==> config.mk <==
export PLATFORM = sky130hd
export DESIGN_NAME = apb_master_bridge_flat
export DESIGN_NICKNAME = d
export VERILOG_FILES = /design/src/rtl/apb_master_bridge_if.sv /design/src/rtl/apb_master_bridge.sv /design/src/flat_wrapper.sv
export SDC_FILE = /design/constraint.sdc
export NUM_CORES = 1
export LEC_CHECK = 0
export BUFFER_PORTS_ARGS = -buffer_cell sky130_fd_sc_hd__buf_2
export CAP_MARGIN = 25
export CORE_ASPECT_RATIO = 1.25
export CORE_MARGIN = 2
export CORE_UTILIZATION = 45
export CTS_BUF_LIST = sky130_fd_sc_hd__clkbuf_8 sky130_fd_sc_hd__clkbuf_16
export DETAILED_ROUTE_END_ITERATION = 8
export PLACE_DENSITY_LB_ADDON = 0.12
export RECOVER_POWER = 50
export SYNTH_ARGS = -nofsm -noshare
export SYNTH_HDL_FRONTEND = slang
export SYNTH_SLANG_ARGS = --single-unit
export TNS_END_PERCENT = 100
==> constraint.sdc <==
create_clock -name pclk -period 2.7 [get_ports pclk]
set_input_delay 0.405 -clock pclk [delete_from_list [all_inputs] [get_ports pclk]]
set_output_delay 0.405 -clock pclk [all_outputs]
set_load 0.01 [all_outputs]
==> src/rtl/apb_master_bridge_if.sv <==
// apb_master_bridge_if: command, response and APB bus signals of the bridge.
// master modport is the bridge side; slave modport is the driver/slave side.
interface apb_master_bridge_if #(
    parameter int ADDR_WIDTH = 8,
    parameter int DATA_WIDTH = 8
);
    logic                  cmd_valid;
    logic                  cmd_ready;
    logic                  cmd_write;
    logic [ADDR_WIDTH-1:0] cmd_addr;
    logic [DATA_WIDTH-1:0] cmd_wdata;
    logic                  rsp_valid;
    logic [DATA_WIDTH-1:0] rsp_rdata;
    logic                  rsp_err;
    logic                  psel;
    logic                  penable;
    logic                  pwrite;
    logic [ADDR_WIDTH-1:0] paddr;
    logic [DATA_WIDTH-1:0] pwdata;
    logic                  pready;
    logic [DATA_WIDTH-1:0] prdata;
    logic                  pslverr;

    modport master (
        input  cmd_valid, cmd_write, cmd_addr, cmd_wdata,
        output cmd_ready,
        output rsp_valid, rsp_rdata, rsp_err,
        output psel, penable, pwrite, paddr, pwdata,
        input  pready, prdata, pslverr
    );

    modport slave (
        output cmd_valid, cmd_write, cmd_addr, cmd_wdata,
        input  cmd_ready,
        input  rsp_valid, rsp_rdata, rsp_err,
        input  psel, penable, pwrite, paddr, pwdata,
        output pready, prdata, pslverr
    );
endinterface

==> src/rtl/apb_master_bridge.sv <==
// apb_master_bridge: valid/ready command to APB requester, one transfer in flight.
// Define APB_MASTER_TIMEOUT_EN to abandon ACCESS after TIMEOUT_CYCLES wait cycles.
module apb_master_bridge #(
    parameter int ADDR_WIDTH     = 8,
    parameter int DATA_WIDTH     = 8,
    parameter int TIMEOUT_CYCLES = 16
) (
    input  logic                 pclk,
    input  logic                 prst_n,
    apb_master_bridge_if.master  bus
);
    typedef enum logic [1:0] {
        IDLE   = 2'b00,
        SETUP  = 2'b01,
        ACCESS = 2'b10
    } state_e;

    state_e                state_q, state_d;
    logic                  psel_q, psel_d;
    logic                  penable_q, penable_d;
    logic                  pwrite_q, pwrite_d;
    logic [ADDR_WIDTH-1:0] paddr_q, paddr_d;
    logic [DATA_WIDTH-1:0] pwdata_q, pwdata_d;
    logic                  rsp_valid_q, rsp_valid_d;
    logic [DATA_WIDTH-1:0] rsp_rdata_q, rsp_rdata_d;
    logic                  rsp_err_q, rsp_err_d;

`ifdef APB_MASTER_TIMEOUT_EN
    localparam int CNT_W = $clog2(TIMEOUT_CYCLES + 1);
    localparam logic [CNT_W-1:0] CNT_LAST = CNT_W'(TIMEOUT_CYCLES - 1);
    logic [CNT_W-1:0] cnt_q, cnt_d;
`else
    logic unused_timeout;
    assign unused_timeout = (TIMEOUT_CYCLES >= 2);
`endif

    // Next state, latched request fields and response capture.
    always_comb begin
        state_d     = state_q;
        pwrite_d    = pwrite_q;
        paddr_d     = paddr_q;
        pwdata_d    = pwdata_q;
        rsp_valid_d = 1'b0;
        rsp_rdata_d = rsp_rdata_q;
        rsp_err_d   = rsp_err_q;
`ifdef APB_MASTER_TIMEOUT_EN
        cnt_d       = cnt_q;
`endif
        case (state_q)
            IDLE: begin
                if (bus.cmd_valid) begin
                    pwrite_d = bus.cmd_write;
                    paddr_d  = bus.cmd_addr;
                    pwdata_d = bus.cmd_wdata;
                    state_d  = SETUP;
                end
            end
            SETUP: begin
                state_d = ACCESS;
`ifdef APB_MASTER_TIMEOUT_EN
                cnt_d   = '0;
`endif
            end
            ACCESS: begin
                if (bus.pready) begin
                    state_d     = IDLE;
                    rsp_valid_d = 1'b1;
                    rsp_err_d   = bus.pslverr;
                    rsp_rdata_d = pwrite_q ? '0 : bus.prdata;
                end
`ifdef APB_MASTER_TIMEOUT_EN
                else if (cnt_q == CNT_LAST) begin
                    state_d     = IDLE;
                    rsp_valid_d = 1'b1;
                    rsp_err_d   = 1'b1;
                    rsp_rdata_d = '0;
                end else begin
                    cnt_d = cnt_q + 1'b1;
                end
`endif
            end
            default: state_d = IDLE;
        endcase
        psel_d    = (state_d == SETUP) || (state_d == ACCESS);
        penable_d = (state_d == ACCESS);
    end

    // State and registered APB/response outputs, cleared asynchronously.
    always_ff @(posedge pclk or negedge prst_n) begin
        if (!prst_n) begin
            state_q     <= IDLE;
            psel_q      <= 1'b0;
            penable_q   <= 1'b0;
            pwrite_q    <= 1'b0;
            paddr_q     <= '0;
            pwdata_q    <= '0;
            rsp_valid_q <= 1'b0;
            rsp_rdata_q <= '0;
            rsp_err_q   <= 1'b0;
        end else begin
            state_q     <= state_d;
            psel_q      <= psel_d;
            penable_q   <= penable_d;
            pwrite_q    <= pwrite_d;
            paddr_q     <= paddr_d;
            pwdata_q    <= pwdata_d;
            rsp_valid_q <= rsp_valid_d;
            rsp_rdata_q <= rsp_rdata_d;
            rsp_err_q   <= rsp_err_d;
        end
    end

`ifdef APB_MASTER_TIMEOUT_EN
    // ACCESS wait-cycle counter for the abandon path.
    always_ff @(posedge pclk or negedge prst_n) begin
        if (!prst_n) begin
            cnt_q <= '0;
        end else begin
            cnt_q <= cnt_d;
        end
    end
`endif

    assign bus.cmd_ready = (state_q == IDLE) && prst_n;
    assign bus.psel      = psel_q;
    assign bus.penable   = penable_q;
    assign bus.pwrite    = pwrite_q;
    assign bus.paddr     = paddr_q;
    assign bus.pwdata    = pwdata_q;
    assign bus.rsp_valid = rsp_valid_q;
    assign bus.rsp_rdata = rsp_rdata_q;
    assign bus.rsp_err   = rsp_err_q;
endmodule

==> src/flat_wrapper.sv <==
// flat-port wrapper written by rule: the top's interface ports become plain ports
module apb_master_bridge_flat 
#(
    parameter int ADDR_WIDTH     = 8,
    parameter int DATA_WIDTH     = 8,
    parameter int TIMEOUT_CYCLES = 16
)
  (pclk, prst_n, bus_cmd_valid, bus_cmd_write, bus_cmd_addr, bus_cmd_wdata, bus_cmd_ready, bus_rsp_valid, bus_rsp_rdata, bus_rsp_err, bus_psel, bus_penable, bus_pwrite, bus_paddr, bus_pwdata, bus_pready, bus_prdata, bus_pslverr);
  apb_master_bridge_if #(.ADDR_WIDTH(ADDR_WIDTH), .DATA_WIDTH(DATA_WIDTH)) bus_i ();
  input  logic pclk;
  input  logic prst_n;
  input wire logic [$bits(bus_i.cmd_valid)-1:0] bus_cmd_valid;
  input wire logic [$bits(bus_i.cmd_write)-1:0] bus_cmd_write;
  input wire logic [$bits(bus_i.cmd_addr)-1:0] bus_cmd_addr;
  input wire logic [$bits(bus_i.cmd_wdata)-1:0] bus_cmd_wdata;
  output wire logic [$bits(bus_i.cmd_ready)-1:0] bus_cmd_ready;
  output wire logic [$bits(bus_i.rsp_valid)-1:0] bus_rsp_valid;
  output wire logic [$bits(bus_i.rsp_rdata)-1:0] bus_rsp_rdata;
  output wire logic [$bits(bus_i.rsp_err)-1:0] bus_rsp_err;
  output wire logic [$bits(bus_i.psel)-1:0] bus_psel;
  output wire logic [$bits(bus_i.penable)-1:0] bus_penable;
  output wire logic [$bits(bus_i.pwrite)-1:0] bus_pwrite;
  output wire logic [$bits(bus_i.paddr)-1:0] bus_paddr;
  output wire logic [$bits(bus_i.pwdata)-1:0] bus_pwdata;
  input wire logic [$bits(bus_i.pready)-1:0] bus_pready;
  input wire logic [$bits(bus_i.prdata)-1:0] bus_prdata;
  input wire logic [$bits(bus_i.pslverr)-1:0] bus_pslverr;
  assign bus_i.cmd_valid = bus_cmd_valid;
  assign bus_i.cmd_write = bus_cmd_write;
  assign bus_i.cmd_addr = bus_cmd_addr;
  assign bus_i.cmd_wdata = bus_cmd_wdata;
  assign bus_cmd_ready = bus_i.cmd_ready;
  assign bus_rsp_valid = bus_i.rsp_valid;
  assign bus_rsp_rdata = bus_i.rsp_rdata;
  assign bus_rsp_err = bus_i.rsp_err;
  assign bus_psel = bus_i.psel;
  assign bus_penable = bus_i.penable;
  assign bus_pwrite = bus_i.pwrite;
  assign bus_paddr = bus_i.paddr;
  assign bus_pwdata = bus_i.pwdata;
  assign bus_i.pready = bus_pready;
  assign bus_i.prdata = bus_prdata;
  assign bus_i.pslverr = bus_pslverr;
  apb_master_bridge #(.ADDR_WIDTH(ADDR_WIDTH), .DATA_WIDTH(DATA_WIDTH), .TIMEOUT_CYCLES(TIMEOUT_CYCLES)) u_core (.pclk(pclk), .prst_n(prst_n), .bus(bus_i));
endmodule
## After elaboration in Yosys (flattened, before gate mapping)

Cells that the tools add are included.

| word-level totals | value |
|---|---|
| bits in registers | 31 |
| bits in latches | 0 |
| RAM bits | 0 |
| memory bits (read-only) | 0 |
| output and inout port bits | 30 |
| word-level logic and storage cells | 24 |
| memories | 0 |

| operators by class | value |
|---|---|
| $add $sub $neg | 0 |
| multiply operators | 0 |
| divide/modulo/power cells | 0 |
| order comparisons | 0 |
| equality and inequality tests | 4 |
| shifts and indexed selects | 0 |
| mux-type cells | 6 |
| bitwise logic cells | 0 |
| reduce and logical (&&, ||, !) cells | 5 |

Operator list:

| kind | count |
|---|---|
| $mux 8 | 1 |
| $pmux 2 s3 | 1 |
| $eq 2x1->1 const B | 2 |
| $eq 2x2->1 const B | 2 |
| $mux 2 | 2 |
| $reduce_and 2->1 | 2 |
| $logic_not 2->1 | 1 |
| $mux 1 | 2 |
| $logic_and 1x1->1 | 1 |
| $logic_or 1x1->1 | 1 |

## Depth between registers and ports, before layout

Gate-level depths: netlist (run 1).

| depth | value |
|---|---|
| depth in word-level cells | 4 |
| mapped depth | 6 |
| depth with buffers taken out | 4 |

## Worst setup path after synthesis (run 1)

No wires, ideal clock.

| timing | value |
|---|---|
| kind | register to register |
| from | register u_core.state_q[1] |
| to | register u_core.psel_q (netlist: u_core.bus.psel) |
| setup time | 0.113 ns |
| arrival time | 1.207 ns |
| path slack | 1.380 ns |
| stages on the path, launching flop included | 7 |
| path buffers | 2 |
| period minus slack after synthesis | 1.320 ns |
| path through | dfrtp_1 nor3b_2 buf_6 buf_12 inv_1 ha_1 inv_1 |

| on the way | value |
|---|---|
| longest elaborated chain between the ends | 4 |

RTL lines:

| element | line | RTL |
|---|---|---|
| start: declaration | apb_master_bridge.sv:18 | `state_e state_q, state_d;` |
| start signal: assignment | apb_master_bridge.sv:101 | `state_q <= state_d;` |
| $eq 2x2->1, or another cell as far along | apb_master_bridge.sv:49 | `case (state_q)` |
| $pmux 2 s3 (*) | apb_master_bridge.sv:49 |  |
| named net u_core.state_d[0] | apb_master_bridge.sv:18 |  |
| $eq 2x1->1 / $eq 2x2->1 (equally long branches) | apb_master_bridge.sv:84 | `psel_d = (state_d == SETUP) \|\| (state_d == ACCESS);` |
| $logic_or 1x1->1 (*) | apb_master_bridge.sv:84 |  |
| named net u_core.psel_d | apb_master_bridge.sv:19 | `logic psel_q, psel_d;` |
| end signal: assignment | apb_master_bridge.sv:102 | `psel_q <= psel_d;` |
| end: declaration | apb_master_bridge.sv:19 |  |

Mark *: on every way through the listed nets, which the timed path passes. The rest lies on a longest branch.
A chain may end at the register's enable or synchronous reset.

==> results.txt, run 1 <==
The maximum number of pins on one net before global-route repair came out at 32. Cell with the most instances on the worst path: sky130_fd_sc_hd__clkbuf_1. After detailed routing, the average wire length per cell comes to 13.5 um. The I/O pin total came out at 60. Setup repair after global routing left no endpoint under its margin. From bottom edge to top edge, the die measures 63.8 um.

The CTS clock-pin slew for the worst setup and hold paths was 60 ps; the final critical-path share of the clock period was 57.7%. The buffer and inverter count on the worst path is 2. In this run the static leakage power is 0.845 nW. The clock passes through at most 2 buffers. On the worst path, the slowest cell contributes a delay of 1150 ps. Setup slack closes at 1140 ps. The tools report the number of distinct standard cells referenced by the synthesized netlist as 12.

The critical path goes through clkbuf_1 > clkbuf_1. Data arrives at the worst endpoint at 1650 ps. The synthesized area per cell is 17.0 sq um. STA classifies the critical path endpoint as an asynchronous set/reset pin. The number of DRC markers after the initial detailed-route iteration is 13, and the flip-flop and latch count after synthesis is 31.

The number of warnings reported in the yosys synthesis log came out at 0. After routing, the total negative slack on setup checks comes to 0 ps. The family with the most delay on the worst path was buffers and inverters. The multi-input combinational cells in the finished layout cover a total of 469 sq um.

The final layout contains 172 nets. The post-route total power came out at 1.88 mW. Dividing total power by cell area gives a power density of 1130 nW/um^2. The number of buffers inserted by post-CTS setup repair is 0. After floorplanning, the core was sized to cover 2710 sq um. The first detailed-routing pass took 3 iterations. The worst hold margin is 353 ps, and the number of max-cap violations is 1. The worst pin sits at a relative slew slack of -5.32%. On the critical path, the stage with the largest delay is an instance of sky130_fd_sc_hd__clkbuf_1. After synthesis the cells add up to 1290 sq um. The tools report the startpoint type of the worst setup path as a primary input. The checks that failed: max-capacitance violations, max-slew violations. By area the synthesized netlist is led by sky130_fd_sc_hd__dfrtp_1, sky130_fd_sc_hd__mux2_4, sky130_fd_sc_hd__mux2_2. The library cell with the largest summed area after synthesis is sky130_fd_sc_hd__dfrtp_1. The tools report the synthesized netlist cell count as 76. TritonCTS built the clock tree.

The flow ran to the end, but the final reports show violations. The total track usage came out at 16.3%. For this configuration, the core starts out at a cell density of 47.6%. The tools report the number of clock sinks seen by CTS as 31.

The transition time of the tightest slew-check pin works out to 1580 ps. The run gives 3310 sq um as the area enclosed by the die boundary. The x dimension of the die was 51.9 um; the HPWL after detailed placement was 1.74 mm.

The share of cells above drive strength 1 is 55.6%, and the number of nets in the synthesized netlist is 107. Setup violations remaining at the end of the flow were counted as 0. IR analysis of the VDD net gives a maximum drop of 0.716 mV.

Total of cells resized after clock tree synthesis: 0. The worst setup path is of the in2async kind. Level count of the clock H-tree: 2.

The number of hold buffers added after CTS was 0. For this block, the via count after detailed routing is 825. Excluding fillers, the count of instances in the completed layout stands at 176. 0 antenna diodes ended up in the layout. The synthesized design devotes to its leading area cell type 60.2% of total area.

At the later pin of the worst-skew pair, clock insertion delay measures 280 ps. Buffers placed on the I/O ports in this run total 59. The floorplan has 21 rows. Across the whole layout, storage elements account for 776 sq um. Routability-driven placement finished with a final weighted congestion of 0.628. The tools report the worst-case clock skew as 8.43 ps. Worst-case setup slack after placement: 1210 ps. The logs give 2.38 mm for the aggregate routed wire length and 0 for the final hold violation count. Via count of the first global-routing pass: 817.

Path category of the worst min-delay check: in2reg. In this run, CTS created clock tree buffers numbering 5. In this run the worst path has a maximum fanout of 31. The tools report the sequential share of the synthesized area as 60.2%. The tools report the number of antenna violations at the first check in global routing as 0. The logs give 234 for the number of fill cells and 3.84 mm for the wire length of the first global-routing pass. The number of max-slew violations in the final report came out at 32.

The root buffer cell is sky130_fd_sc_hd__clkbuf_8. Based on the critical path, the design can be clocked at up to 0.642 GHz. Once placement completed, the tool counted placed cells totaling 168. The clock period minus final worst setup slack works out to 1560 ps. The run gives 0 as the remaining number of nets flagged by the antenna check after routing. For the global-route congestion overflow total, the log shows 0. The mean number of vias per cell was 4.69; the number of design rule violations left after detail routing was 0.

Compared with the post-synthesis result, the final layout area differs by 29.2%. At the worst endpoint, the required time is 2800 ps.
cells in the mapped netlist (all sizes together):
library cell	count
and3b	1
buf	3
dfrtp	31
ha	1
inv	2
mux2	27
nor2	1
nor2b	8
nor3b	2
cells by family after synthesis:
kind of cell | count (synthesis) | share of synthesized area (%)
multiplexers | 27 | 28.5
buffers and inverters | 5 | 3.88
flip-flops | 31 | 60.2
adder cells (fa/ha/maj) | 1 | 0.971
AND/OR/NAND/NOR | 12 | 6.41
cell type report:
cell class                 count  share of cell area (%)
clock buffer                   5                    4.13
clock inverter                 3                   0.751
inverter                       2                   0.451
multi-input combinational     40                    28.2
sequential                    31                    46.6
tap                           34                    2.55
timing repair buffer          61                    17.4
placed cells by master (no fill, tap or decap):
cell / instances
sky130_fd_sc_hd__and3b_1: 1
sky130_fd_sc_hd__buf_2: 45
sky130_fd_sc_hd__buf_4: 1
sky130_fd_sc_hd__clkbuf_1: 15
sky130_fd_sc_hd__clkbuf_8: 5
sky130_fd_sc_hd__clkinv_2: 1
sky130_fd_sc_hd__dfrtp_1: 31
sky130_fd_sc_hd__ha_1: 1
sky130_fd_sc_hd__inv_1: 4
sky130_fd_sc_hd__mux2_1: 1
sky130_fd_sc_hd__mux2_2: 9
sky130_fd_sc_hd__mux2_4: 17
sky130_fd_sc_hd__nor2_1: 1
sky130_fd_sc_hd__nor2b_1: 8
sky130_fd_sc_hd__nor3b_1: 1
sky130_fd_sc_hd__nor3b_4: 1
metrics by stage:
stage          utilization, %  instance area, sq um
5_1_grt                  61.5                  1670
3_5_place_dp             59.3                  1610
2_1_floorplan               -                  1290
3_3_place_gp             59.3                  1610
4_1_cts                  62.3                  1690
6_report                 61.5                  1670
flip-flops by register name, summed over array words and instances, names as in the netlist:
name / cells
u_core.bus.paddr: 8
u_core.bus.pwdata: 8
u_core.bus.rsp_rdata: 8
u_core.state_q: 2
u_core.bus.penable: 1
u_core.bus.psel: 1
u_core.bus.pwrite: 1
u_core.bus.rsp_err: 1
u_core.bus.rsp_valid: 1
per-layer routing:
| layer | GRT usage (%) | up-vias | share of wire [%] |
|---|---|---|---|
| met3 | 6.31 | 5 | 7.3 |
| met2 | 25.8 | 36 | 50 |
| met4 | 6.91 | 0 | 1.1 |
| li1 | - | 388 | - |
| met5 | 0 | - | 0 |
| met1 | 19.3 | 396 | 42 |
path summary, 6_finish.rpt:
check	startpoint	to	slack, ps	cells past startpoint
max in group pclk	u_core.state_q[0]	u_core.bus.rsp_rdata[3]	1190	2
hold reg to reg	u_core.bus.pwdata[7]	u_core.bus.pwdata[7]	510	1
hold / removal	bus_cmd_addr[5]	u_core.bus.paddr[5]	350	2
setup / recovery	prst_n	u_core.bus.rsp_rdata[3]	1140	2
min in group asynchronous	prst_n	u_core.bus.pwdata[2]	640	2
setup reg to reg	u_core.state_q[0]	u_core.bus.rsp_rdata[3]	1190	2
power by group:
part	leakage, nW	internal (mW)	switching [mW]	total, mW
clock network	0.0505	0.173	0.155	0.328
registers	0.377	0.680	0.138	0.818
logic	0.417	0.418	0.320	0.738
Note: power is estimated with default switching activity, not from simulation.
==> inputs of run 2 (changes only) <==
Settings changed: ABC_AREA set to 1.
Clock period 2.7 ns to 1.55 ns, I/O delays scaled along.
==> results.txt, run 2 <==
The flow ran to the end, and the final reports show no timing, DRC or antenna violations. The tools report the global-route congestion overflow total as 0. The tools report the I/O pin total as 60.

The sequential share of the synthesized area came out at 60.3%. For this run, the number of Yosys warnings is 0. In the post-synthesis netlist, the cell with the most instances is sky130_fd_sc_hd__nand2_1. The commonest cells after synthesis are sky130_fd_sc_hd__nand2_1, sky130_fd_sc_hd__dfrtp_1, sky130_fd_sc_hd__nand3_1, sky130_fd_sc_hd__inv_1, sky130_fd_sc_hd__nor2_1. The total power divided by cell area is 1990 nW/um^2. Synthesis produced a netlist whose cell count is 144. The worst path in the final design needs a cycle of 1470 ps, including I/O delays and setup. The maximum ir drop on the vdd rail came out at 1.16 mV. For the number of design rule violations left after detail routing, the log shows 0. The async set or reset register ratio after synthesis came out at 100%.

From bottom edge to top edge, the die measures 63.8 um. Setup violations remaining at the end of the flow were counted as 0. On the worst path, the slowest cell contributes a delay of 490 ps. The remaining max-slew budget at the tightest pin was 50.9%; the area overhead of the layout relative to synthesis was 32.6%. The critical path is of the reg2out type. Cell with the largest stage delay on the worst path: sky130_fd_sc_hd__dfrtp_1. The post-route total power was 3.40 mW; the synthesized area per cell was 8.93 sq um. OpenSTA, run right after detailed placement, puts the worst setup slack at 258 ps. The root buffer cell was sky130_fd_sc_hd__clkbuf_8.

The remaining number of nets flagged by the antenna check after routing came out at 0. The number of diodes was 0; the maximum number of pins on one net before global-route repair was 32. Summed over all layers, the routed wires come to 2.68 mm. Synthesis inferred 31 register bits. The via count of the first global-routing pass is 1068. The logs give 1320 ps for the critical path data required time and 1.34 mm for the met2 wire length. For this run, the detailed router's first-pass iteration total came to 4. Leaving out fill and tap cells, the most frequent cells in the layout are sky130_fd_sc_hd__nand2_1, sky130_fd_sc_hd__buf_2, sky130_fd_sc_hd__dfrtp_1, sky130_fd_sc_hd__nand3_1, sky130_fd_sc_hd__clkbuf_1. The share of cells above drive strength 1 is 30.3%. Buffers placed on the I/O ports in this run total 59.

The total track usage was 18.5%. The final critical-path setup slack was 83.9 ps. Setup repair after global routing left no endpoint under its margin. Measured on the finished design, the core utilization comes to 63.0%.

The count of vias placed by the detailed router was 1119. The area share of the leading cell type in the synthesized netlist works out to 60.3%. The startpoint identified for the worst register-to-register timing path is u_core.state_q[1]. The first global-routing pass estimated 4.54 mm of wire. For this run, the number of standard cells in the final layout without fillers is 242. The number of distinct standard cells referenced by the synthesized netlist is 17, and the total of cells resized after clock tree synthesis is 0. The x dimension of the die works out to 51.8 um. Counting every net in the synthesized netlist gives 175. In the routed layout, each cell is associated on average with a via count of 4.62. The tools report the post-synthesis instance area as 1290 sq um. In the synthesized netlist the dominant register cell turns out to be sky130_fd_sc_hd__dfrtp_1. The net count reported at finish came out at 238. The logs give 1610 sq um for the instance area after placement and 270 ps for the insertion delay of the later-clocked pin in the worst-skew pair. The logs give 2 for the maximum clock path buffer count and 3300 sq um for the area enclosed by the die boundary. Routed signal wires occupy layers up through met4. Number of DRC markers after the initial detailed-route iteration: 15. Transition time of the tightest slew-check pin: 737 ps.

For the final database, setup skew stands at 4.09 ps. STA classifies the critical path startpoint as a flip-flop. The setup slack on the worst flop-to-flop path was 250 ps; the routed metal-1 wire length was 1.14 mm.

After floorplanning, the core was divided into 21 placement rows. The worst hold path belongs to the class in2async. The run gives 31 as the number of clock sinks seen by CTS.

For the standby leakage power, the log shows 1.00 nW. The number of antenna violations at the first check in global routing is 0. The largest total area in the synthesized netlist belongs to sky130_fd_sc_hd__dfrtp_1. Yosys attributes the largest share of cell area to sky130_fd_sc_hd__dfrtp_1, sky130_fd_sc_hd__nand2_1, sky130_fd_sc_hd__nand3_1.

The library cell used most frequently in the layout, excluding fill and tap cells, is sky130_fd_sc_hd__nand2_1. The worst path uses 94.6% of the clock period. The run gives 0 as the number of max-slew violations in the final report. For the worst setup path, the data arrival time is 1230 ps. Buffers inserted to repair hold after CTS numbered 0. In this run the worst path has a maximum fanout of 6.

The amount of wire on met3 after detailed routing is 167 um. The critical path starts at u_core.state_q[1]. CTS built an H-tree with a depth of 2. The number of buffers created by CTS was 5.

The final hold violation count is 0. The length in cells of the worst reg-to-reg path is 4, and the worst hold margin is 159 ps. The CTS clock-pin slew for the worst setup and hold paths is 60 ps, and the count of flip-flops with a built-in enable after synthesis is 0. The signal on the critical path passes through nor3b_1 > buf_2. TritonCTS built the clock tree. After legalization and detailed placement, the total HPWL measured 1.95 mm. The number of buffers inserted by post-CTS setup repair was 0; the number of placed cells counting well taps was 234.

The buffer and inverter count on the worst path is 1, and the standard cell core area is 2710 sq um. For this configuration, the core starts out at a cell density of 47.5%. The family with the most delay on the worst path was flip-flops.

Derived from the worst setup path, the maximum achievable clock frequency is 0.682 GHz. Summing all non-filler instances in the final layout gives an area of 1710 sq um. The tools report the setup TNS after final layout as 0 ps. The tools report the reg-to-reg critical path endpoint as u_core.bus.psel. In the final routed layout, each cell accounts on average for 11.1 um.

Max-cap violations in this run came to 0. Kind of capture point of the worst setup path: an output port. Routability congestion estimate: 0.748.
## run 2: report_power, final
| part | switching (mW) | total, mW | internal, mW | leakage (nW) |
|---|---|---|---|---|
| clock network | 0.284 | 0.803 | 0.519 | 0.0612 |
| registers | 0.251 | 1.42 | 1.17 | 0.389 |
| logic | 0.706 | 1.17 | 0.466 | 0.553 |
## run 2: worst max-delay path by stage
stage | endpoint | slack (ps) | cells after the start
after floorplan | u_core.bus.psel | 250 | 6
after global placement | u_core.bus.psel | 290 | 4
after detailed placement | u_core.bus.psel | 260 | 4
after CTS | bus_cmd_ready | 60 | 2
after global routing | bus_cmd_ready | 8 | 2
final | bus_cmd_ready | 80 | 2
## run 2: cells by family (layout without fill, tap and decap cells)
family / count (synthesis) / after routing / synth area share [%]
adders and majority gates: 1 / 1 / 0.973
buffers and inverters: 17 / 81 / 6.32
DFF: 31 / 31 / 60.3
and+or+nand+nor: 95 / 95 / 32.4
## run 2: layout make-up
| class | count | area (sq um) |
|---|---|---|
| fill | 258 | 1000 |
| sequential | 31 | 776 |
| multi-input combinational | 96 | 429 |
| timing repair buffer | 62 | 299 |
| clock buffer | 6 | 82.6 |
| tap | 34 | 42.5 |
| inverter | 11 | 41.3 |
| clock inverter | 2 | 35.0 |
## run 2: per-layer routing
metal | vias up | global-route usage, %
li1 | 566 | -
met1 | 508 | 21.4
met2 | 41 | 30.9
met3 | 4 | 4.44
met4 | 0 | 10.2
met5 | - | 0
